`config.mk`:
```
export PLATFORM = sky130hd
export DESIGN_NAME = soc_cmd_receiver_flat
export DESIGN_NICKNAME = d
export VERILOG_FILES = /design/src/rtl/soc_cmd_receiver_pkg.sv /design/src/rtl/soc_cmd_receiver_if.sv /design/src/rtl/soc_cmd_receiver_fifo.sv /design/src/rtl/soc_cmd_receiver.sv /design/src/flat_wrapper.sv
export SDC_FILE = /design/constraint.sdc
export NUM_CORES = 1
export LEC_CHECK = 0
export ABC_AREA = 1
export ABC_CLOCK_PERIOD_IN_PS = 3640
export BUFFER_PORTS_ARGS = -buffer_cell sky130_fd_sc_hd__buf_2
export CORE_MARGIN = 1
export CORE_UTILIZATION = 40
export DETAILED_ROUTE_END_ITERATION = 8
export PLACE_DENSITY = 0.54
export SYNTH_ARGS = -nofsm -noshare
export SYNTH_HDL_FRONTEND = slang
export SYNTH_HIERARCHICAL = 1
export SYNTH_SLANG_ARGS = --single-unit
```
`constraint.sdc`:
```
create_clock -name Clk -period 3.64 [get_ports Clk]
set_input_delay 0.364 -clock Clk [delete_from_list [all_inputs] [get_ports Clk]]
set_output_delay 0.364 -clock Clk [all_outputs]
set_load 0.1 [all_outputs]
```
`src/rtl/soc_cmd_receiver_pkg.sv`:
```
// soc_cmd_pkg: export-word field positions, opcodes and receiver state.
// Shared by the command receiver, its FIFO and its handshake interface.
package soc_cmd_pkg;

   localparam int SEQ_MSB = 31;
   localparam int SEQ_LSB = 28;
   localparam int OP_MSB  = 27;
   localparam int OP_LSB  = 24;

   localparam logic [3:0] OP_NOP   = 4'd0;
   localparam logic [3:0] OP_KEY   = 4'd1;
   localparam logic [3:0] OP_SPAWN = 4'd2;
   localparam logic [3:0] OP_LEVEL = 4'd3;
   localparam logic [3:0] OP_PAUSE = 4'd4;

   typedef enum logic {
      INIT,
      RUN
   } state_t;

endpackage

```
`src/rtl/soc_cmd_receiver_if.sv`:
```
// soc_cmd_receiver_if: queued-command valid/ready handshake.
// master = receiver (drives valid/opcode/payload), slave = game logic (drives ready).
interface soc_cmd_receiver_if #(
   parameter int PAYLOAD_W = 24
);
   logic                 cmd_valid;
   logic                 cmd_ready;
   logic [3:0]           cmd_opcode;
   logic [PAYLOAD_W-1:0] cmd_payload;

   modport master (
      output cmd_valid,
      output cmd_opcode,
      output cmd_payload,
      input  cmd_ready
   );

   modport slave (
      input  cmd_valid,
      input  cmd_opcode,
      input  cmd_payload,
      output cmd_ready
   );
endinterface

```
`src/rtl/soc_cmd_receiver_fifo.sv`:
```
// soc_cmd_fifo: first-word-fall-through synchronous FIFO.
// Ports: Clk, Reset (sync, high), push/din, pop, dout (head), full, empty, level.
module soc_cmd_fifo #(
   parameter int DEPTH = 4,
   parameter int W     = 28,
   parameter int LW    = $clog2(DEPTH + 1)
) (
   input  logic          Clk,
   input  logic          Reset,
   input  logic          push,
   input  logic [W-1:0]  din,
   input  logic          pop,
   output logic [W-1:0]  dout,
   output logic          full,
   output logic          empty,
   output logic [LW-1:0] level
);
   localparam int AW = $clog2(DEPTH);

   logic [W-1:0]  r_mem [DEPTH];
   logic [AW-1:0] r_wr_ptr;
   logic [AW-1:0] r_rd_ptr;
   logic [LW-1:0] r_level;
   logic [W-1:0]  r_last;

   logic          w_pop;
   logic          w_push;

   assign full  = (r_level == LW'(DEPTH));
   assign empty = (r_level == '0);
   assign level = r_level;

   // A pop frees a slot in the same edge, so push is accepted when full
   // as long as a pop happens alongside it.
   assign w_pop  = pop & ~empty;
   assign w_push = push & (~full | w_pop);

   // When empty the head shows the last popped entry instead of stale RAM.
   assign dout = empty ? r_last : r_mem[r_rd_ptr];

   always_ff @(posedge Clk) begin
      if (w_push) begin
         r_mem[r_wr_ptr] <= din;
      end
   end

   always_ff @(posedge Clk) begin
      if (Reset) begin
         r_wr_ptr <= '0;
         r_rd_ptr <= '0;
         r_level  <= '0;
         r_last   <= '0;
      end else begin
         if (w_push) begin
            r_wr_ptr <= r_wr_ptr + AW'(1);
         end
         if (w_pop) begin
            r_rd_ptr <= r_rd_ptr + AW'(1);
            r_last   <= r_mem[r_rd_ptr];
         end
         unique case ({w_push, w_pop})
            2'b10:   r_level <= r_level + LW'(1);
            2'b01:   r_level <= r_level - LW'(1);
            default: r_level <= r_level;
         endcase
      end
   end

endmodule

```
`src/rtl/soc_cmd_receiver.sv`:
```
// soc_cmd_receiver: decodes tagged SoC export words into key updates and queued commands.
// Ports: Clk, Reset, export_word, cmd_if (master), key_state, fifo_level, overflow_count.
module soc_cmd_receiver
   import soc_cmd_pkg::*;
#(
   parameter int FIFO_DEPTH = 4,
   parameter int PAYLOAD_W  = 24
) (
   input  logic               Clk,
   input  logic               Reset,
   input  logic [31:0]        export_word,
   soc_cmd_receiver_if.master cmd_if,
   output logic [7:0]         key_state,
   output logic [4:0]         fifo_level,
   output logic [7:0]         overflow_count
);
   localparam int LW = $clog2(FIFO_DEPTH + 1);
   localparam int DW = 4 + PAYLOAD_W;

   logic [31:0]          r_word_q;
   logic [3:0]           r_last_seq;
   state_t               r_state;
   logic [7:0]           r_key_state;
   logic [7:0]           r_ovf;

   state_t               w_state_nxt;
   logic                 w_seq_load;
   logic                 w_push;
   logic                 w_key_we;
   logic [3:0]           w_seq;
   logic [3:0]           w_op;
   logic [PAYLOAD_W-1:0] w_payload;
   logic [DW-1:0]        w_dout;
   logic                 w_full;
   logic                 w_empty;
   logic                 w_pop;
   logic                 w_drop;
   logic [LW-1:0]        w_level;

   // Sampled even during reset, so INIT sees the word present at reset
   // and absorbs its tag instead of replaying it.
   always_ff @(posedge Clk) begin
      r_word_q <= export_word;
   end

   assign w_seq     = r_word_q[SEQ_MSB:SEQ_LSB];
   assign w_op      = r_word_q[OP_MSB:OP_LSB];
   assign w_payload = r_word_q[PAYLOAD_W-1:0];

   always_ff @(posedge Clk) begin
      if (Reset) begin
         r_state <= INIT;
      end else begin
         r_state <= w_state_nxt;
      end
   end

   always_comb begin
      w_state_nxt = r_state;
      w_seq_load  = 1'b0;
      w_push      = 1'b0;
      w_key_we    = 1'b0;
      unique case (r_state)
         INIT: begin
            w_seq_load  = 1'b1;
            w_state_nxt = RUN;
         end
         RUN: begin
            if (w_seq != r_last_seq) begin
               w_seq_load = 1'b1;
               if (w_op == OP_KEY) begin
                  w_key_we = 1'b1;
               end else if (w_op != OP_NOP) begin
                  w_push = 1'b1;
               end
            end
         end
         default: w_state_nxt = INIT;
      endcase
   end

   assign w_pop  = ~w_empty & cmd_if.cmd_ready;
   assign w_drop = w_push & w_full & ~w_pop;

   always_ff @(posedge Clk) begin
      if (Reset) begin
         r_last_seq  <= '0;
         r_key_state <= '0;
         r_ovf       <= '0;
      end else begin
         if (w_seq_load) begin
            r_last_seq <= w_seq;
         end
         if (w_key_we) begin
            r_key_state[w_payload[2:0]] <= w_payload[8];
         end
         if (w_drop && (r_ovf != 8'hFF)) begin
            r_ovf <= r_ovf + 8'd1;
         end
      end
   end

   soc_cmd_fifo #(
      .DEPTH (FIFO_DEPTH),
      .W     (DW),
      .LW    (LW)
   ) u_fifo (
      .Clk   (Clk),
      .Reset (Reset),
      .push  (w_push),
      .din   ({w_op, w_payload}),
      .pop   (w_pop),
      .dout  (w_dout),
      .full  (w_full),
      .empty (w_empty),
      .level (w_level)
   );

   assign cmd_if.cmd_valid   = ~w_empty;
   assign cmd_if.cmd_opcode  = w_dout[DW-1 -: 4];
   assign cmd_if.cmd_payload = w_dout[PAYLOAD_W-1:0];

   assign key_state      = r_key_state;
   assign fifo_level     = 5'(w_level);
   assign overflow_count = r_ovf;

endmodule

```
`src/flat_wrapper.sv`:
```
// flat-port wrapper written by rule: the top's interface ports become plain ports
module soc_cmd_receiver_flat import soc_cmd_pkg::*;
#(
   parameter int FIFO_DEPTH = 4,
   parameter int PAYLOAD_W  = 24
)
  (Clk, Reset, export_word, key_state, fifo_level, overflow_count, cmd_if_cmd_valid, cmd_if_cmd_opcode, cmd_if_cmd_payload, cmd_if_cmd_ready);
  soc_cmd_receiver_if #(.PAYLOAD_W(PAYLOAD_W)) cmd_if_i ();
  input  logic Clk;
  input  logic Reset;
  input  logic [31:0] export_word;
  output logic [7:0] key_state;
  output logic [4:0] fifo_level;
  output logic [7:0] overflow_count;
  output wire logic [$bits(cmd_if_i.cmd_valid)-1:0] cmd_if_cmd_valid;
  output wire logic [$bits(cmd_if_i.cmd_opcode)-1:0] cmd_if_cmd_opcode;
  output wire logic [$bits(cmd_if_i.cmd_payload)-1:0] cmd_if_cmd_payload;
  input wire logic [$bits(cmd_if_i.cmd_ready)-1:0] cmd_if_cmd_ready;
  assign cmd_if_cmd_valid = cmd_if_i.cmd_valid;
  assign cmd_if_cmd_opcode = cmd_if_i.cmd_opcode;
  assign cmd_if_cmd_payload = cmd_if_i.cmd_payload;
  assign cmd_if_i.cmd_ready = cmd_if_cmd_ready;
  soc_cmd_receiver #(.FIFO_DEPTH(FIFO_DEPTH), .PAYLOAD_W(PAYLOAD_W)) u_core (.Clk(Clk), .Reset(Reset), .export_word(export_word), .cmd_if(cmd_if_i), .key_state(key_state), .fifo_level(fifo_level), .overflow_count(overflow_count));
endmodule
```
==> impl_metrics.ini <==
[status]
outcome = completed

[die]
die_area_sq_mm = 0.0219
initial_core_util_pct = 40.7
die_h_um = 148
io-pin-count = 85
rows = 53
coreArea_sq_mm = 0.0210
die_w_um = 148

[finish]
fillers = 2032
areaGrowthSynthToFinish_pct = 20.9
antennaDiodeCount = 0
final_layout_size_suffix_gt1_share_pct = 14.5
layout.cells.non_filler = 1404
layout.nets = 1154

[pwr]
switching_share_pct = 41.4
power.density_mw_per_mm2 = 751
p_seq_share_pct = 34.8
vdd_drop_max_v = 0.000617
total_power_mw = 7.74
p_leak_nw = 4.96
p_switching_mw = 3.20
clkPwrFrac_pct = 30.4
p_int_mw = 4.54
power_frac_comb_pct = 34.8

[global_route]
antenna_found_initial = 0
grt_pass1_wl_mm = 28.4
overflow = 0
grt_pass1_vias = 5717
grt_max_degree = 60
grt_usage_pct = 16.3

[min_path]
hold_depth = 2
worstHoldStart = Reset
holdCritPathClass = primary input to register
whs_endpoint = u_core/key_state[4]

[clocking]
cts_resized = 0
clock-root-buffer = clkbuf_16
clkTransAtPathRegs_ps = 60
cts_sinks = 202
hold_buffers = 32
post-cts-setup-buffers = 0
cts.path.max_buffers = 3
insertion_delay_ps = 500
cts_tree = done
numCtsBuffers = 23
htreeDepth = 1

[route]
postRouteAntennaNets = 0
post_drt_wl_per_cell_um = 12.3
postRouteWirelength_mm = 17.3
drc = 0
drt_iter0_markers = 219
vias = 6074
first_pass_iters = 4
routed_via_density = 4.33

[timing]
min_period_ps = 2680
max-slew-margin-rel_pct = 48.4
layout_setup_ws_ps = 964
final_hold_viol_count = 0
finalSetupViolations = 0
period_share_pct = 73.5
maxSlewViolCount = 0
fin_tns_setup_ps = 0
rsz0062_at_grt = no
timing.fmax_mhz = 374
worst_slew_pin_slew_ps = 774
skew_ps = 15.1

[worst_setup_path]
cp_max_fo = 39
required_ps = 3280
reg2reg_to = u_core/u_fifo/r_mem[1][9]
r2r_slack_ps = 1070
worstSetupEndpointType = primary output
crit_arrival_ps = 2310
timing.rr.start = u_core/u_fifo/level[1]
critical_path_class = register to primary output
reg2regPathDepth = 9
setup.worst_path.start_class = register

[yosys]
netlist_top_cells_area = edfxtp_1 39%, dfxtp_1 21%, nand2_1 15%
synthArstFlopShare_pct = 0
yosys.cell_count.top_type = nand2_1
yosys_most_used_dff = edfxtp_1
synth-seq-cells = 202
synth_top_cell_by_area = edfxtp_1
ys_types = 30
synth_edf_count = 112
synth_top_area_share_pct = 39.5
synth_area_sq_mm = 0.00852
ys_seq_area_share_pct = 60.6
synth_warnings = 6
syn_avg_cell_area_sq_um = 8.56
synthTopCellsByCount = 345 x nand2_1, 181 x inv_1, 112 x edfxtp_1
synthCells = 995

[placed_design]
place_hpwl_mm = 10.8
portBuffers = 82
post-place-ws_ps = 1060
place_congestion = 0.750
post-place-cells = 1330

[job]
max_cap_viol_count = 0
-- worst max-delay path: stages (launching register included) --
cell	delay, ps
dfxtp_2	320
inv_2	560
buf_4	300
nand2_1	60
nand3_1	60
nand2_1	100
nand2_1	70
nand2_1	50
buf_2	280
-- how the worst max path moves through the flow --
stage | endpoint | start | slack, ps
4_1_cts | cmd_if_cmd_payload[6] | register | 910
2_1_floorplan | u_core/u_fifo/r_mem[0][0] | u_core/u_fifo/level[2] | -130
3_5_place_dp | u_core/u_fifo/r_mem[1][7] | u_core/u_fifo/level[1] | 1060
5_1_grt | cmd_if_cmd_payload[9] | register | 740
6_report | cmd_if_cmd_payload[7] | register | 960
3_3_place_gp | u_core/u_fifo/r_mem[1][9] | u_core/u_fifo/level[1] | 1110
-- routing by layer --
metal  part of all wire, %  routed length (um)  track usage (%)  vias up
li1                      -                   -                -     3251
met1                    47                8080             21.3     2708
met2                    48                8300             28.2       91
met3                   3.5                 599             2.41       24
met4                   1.7                 297             4.54        0
met5                     0                   0                0        -
-- power by group through the flow --
stage	clock network [mW]	logic [mW]	registers [mW]
CTS	2.42	2.73	2.70
finish	2.35	2.69	2.69
global placement	0	2.69	2.74
detailed placement	0	2.69	2.74
floorplan	0	2.19	2.80
global route	2.51	2.89	2.72
-- sequential cells by signal, summed over array words and instances (netlist names), named ones only --
name                    cells
u_core/r_state              1
u_core/overflow_count       8
u_core/u_fifo/r_last       28
u_core/u_fifo/r_wr_ptr      2
u_core/key_state            8
u_core/u_fifo/r_mem       112
u_core/r_last_seq           4
u_core/r_word_q            32
u_core/u_fifo/r_rd_ptr      2
u_core/u_fifo/level         3
-- area by class of cell --
class	instances	area (sq um)	share of cell area (%)
clock buffer	33	687	6.67
sequential	202	5170	50.1
timing repair buffer	129	843	8.18
inverter	187	702	6.81
clock inverter	9	105	1.02
multi-input combinational	569	2460	23.8
tap	275	344	3.34
-- logic make-up (layout without fill, tap and decap cells) --
| logic type | count (synthesis) | count (layout) | synth area share (%) |
|---|---|---|---|
| other | 1 | 2 | 0.0440 |
| adder cells (fa/ha/maj) | 7 | 7 | 1.12 |
| AND/OR/NAND/NOR | 539 | 539 | 25.6 |
| AO/OA/AOI/OAI | 21 | 21 | 1.70 |
| buffers and inverters | 225 | 358 | 10.9 |
| flip-flops | 202 | 202 | 60.6 |
-- layout by cell type, fill, tap and decap left out --
cell           netlist  final
nand3_1             67     67
conb_1               1      2
nand2_2              3      3
edfxtp_1           112    112
o21ai_0              3      3
buf_4               10     15
clkinv_1             1      1
inv_1              181    181
o21bai_2             4      4
dlygate4sd3_1        0     32
nor2_2               2      2
dfxtp_1             90     89
clkinv_2             0      4
nand2_4              2      2
dfxtp_2              0      1
nor2_4               2      6
nand4_1              4      4
nand4_2              1      1
inv_2                5      5
clkbuf_8             0      3
buf_2               19     82
o21ai_2              2      2
bufinv_16            0      2
clkbuf_1             2      4
or2_2                1      1
nand2_1            345    345
clkbuf_2             0      1
inv_6                0      2
ha_1                 6      6
a21oi_1             10     10
fa_1                 1      1
clkinvlp_4           0      1
a21oi_2              2      2
nor3_1               7      7
nor2_1             105    101
clkbuf_16            0     25
-- per-stage QoR --
| step | hold slack, ps | util [%] | instance area, sq um |
|---|---|---|---|
| after floorplan | 392 | - | 8520 |
| after global placement | 426 | 43.9 | 9190 |
| after detailed placement | 432 | 43.9 | 9190 |
| after CTS | 195 | 49.2 | 10300 |
| after global routing | 201 | 49.2 | 10300 |
| final | 208 | 49.2 | 10300 |
(Power assumes the default switching activity.)
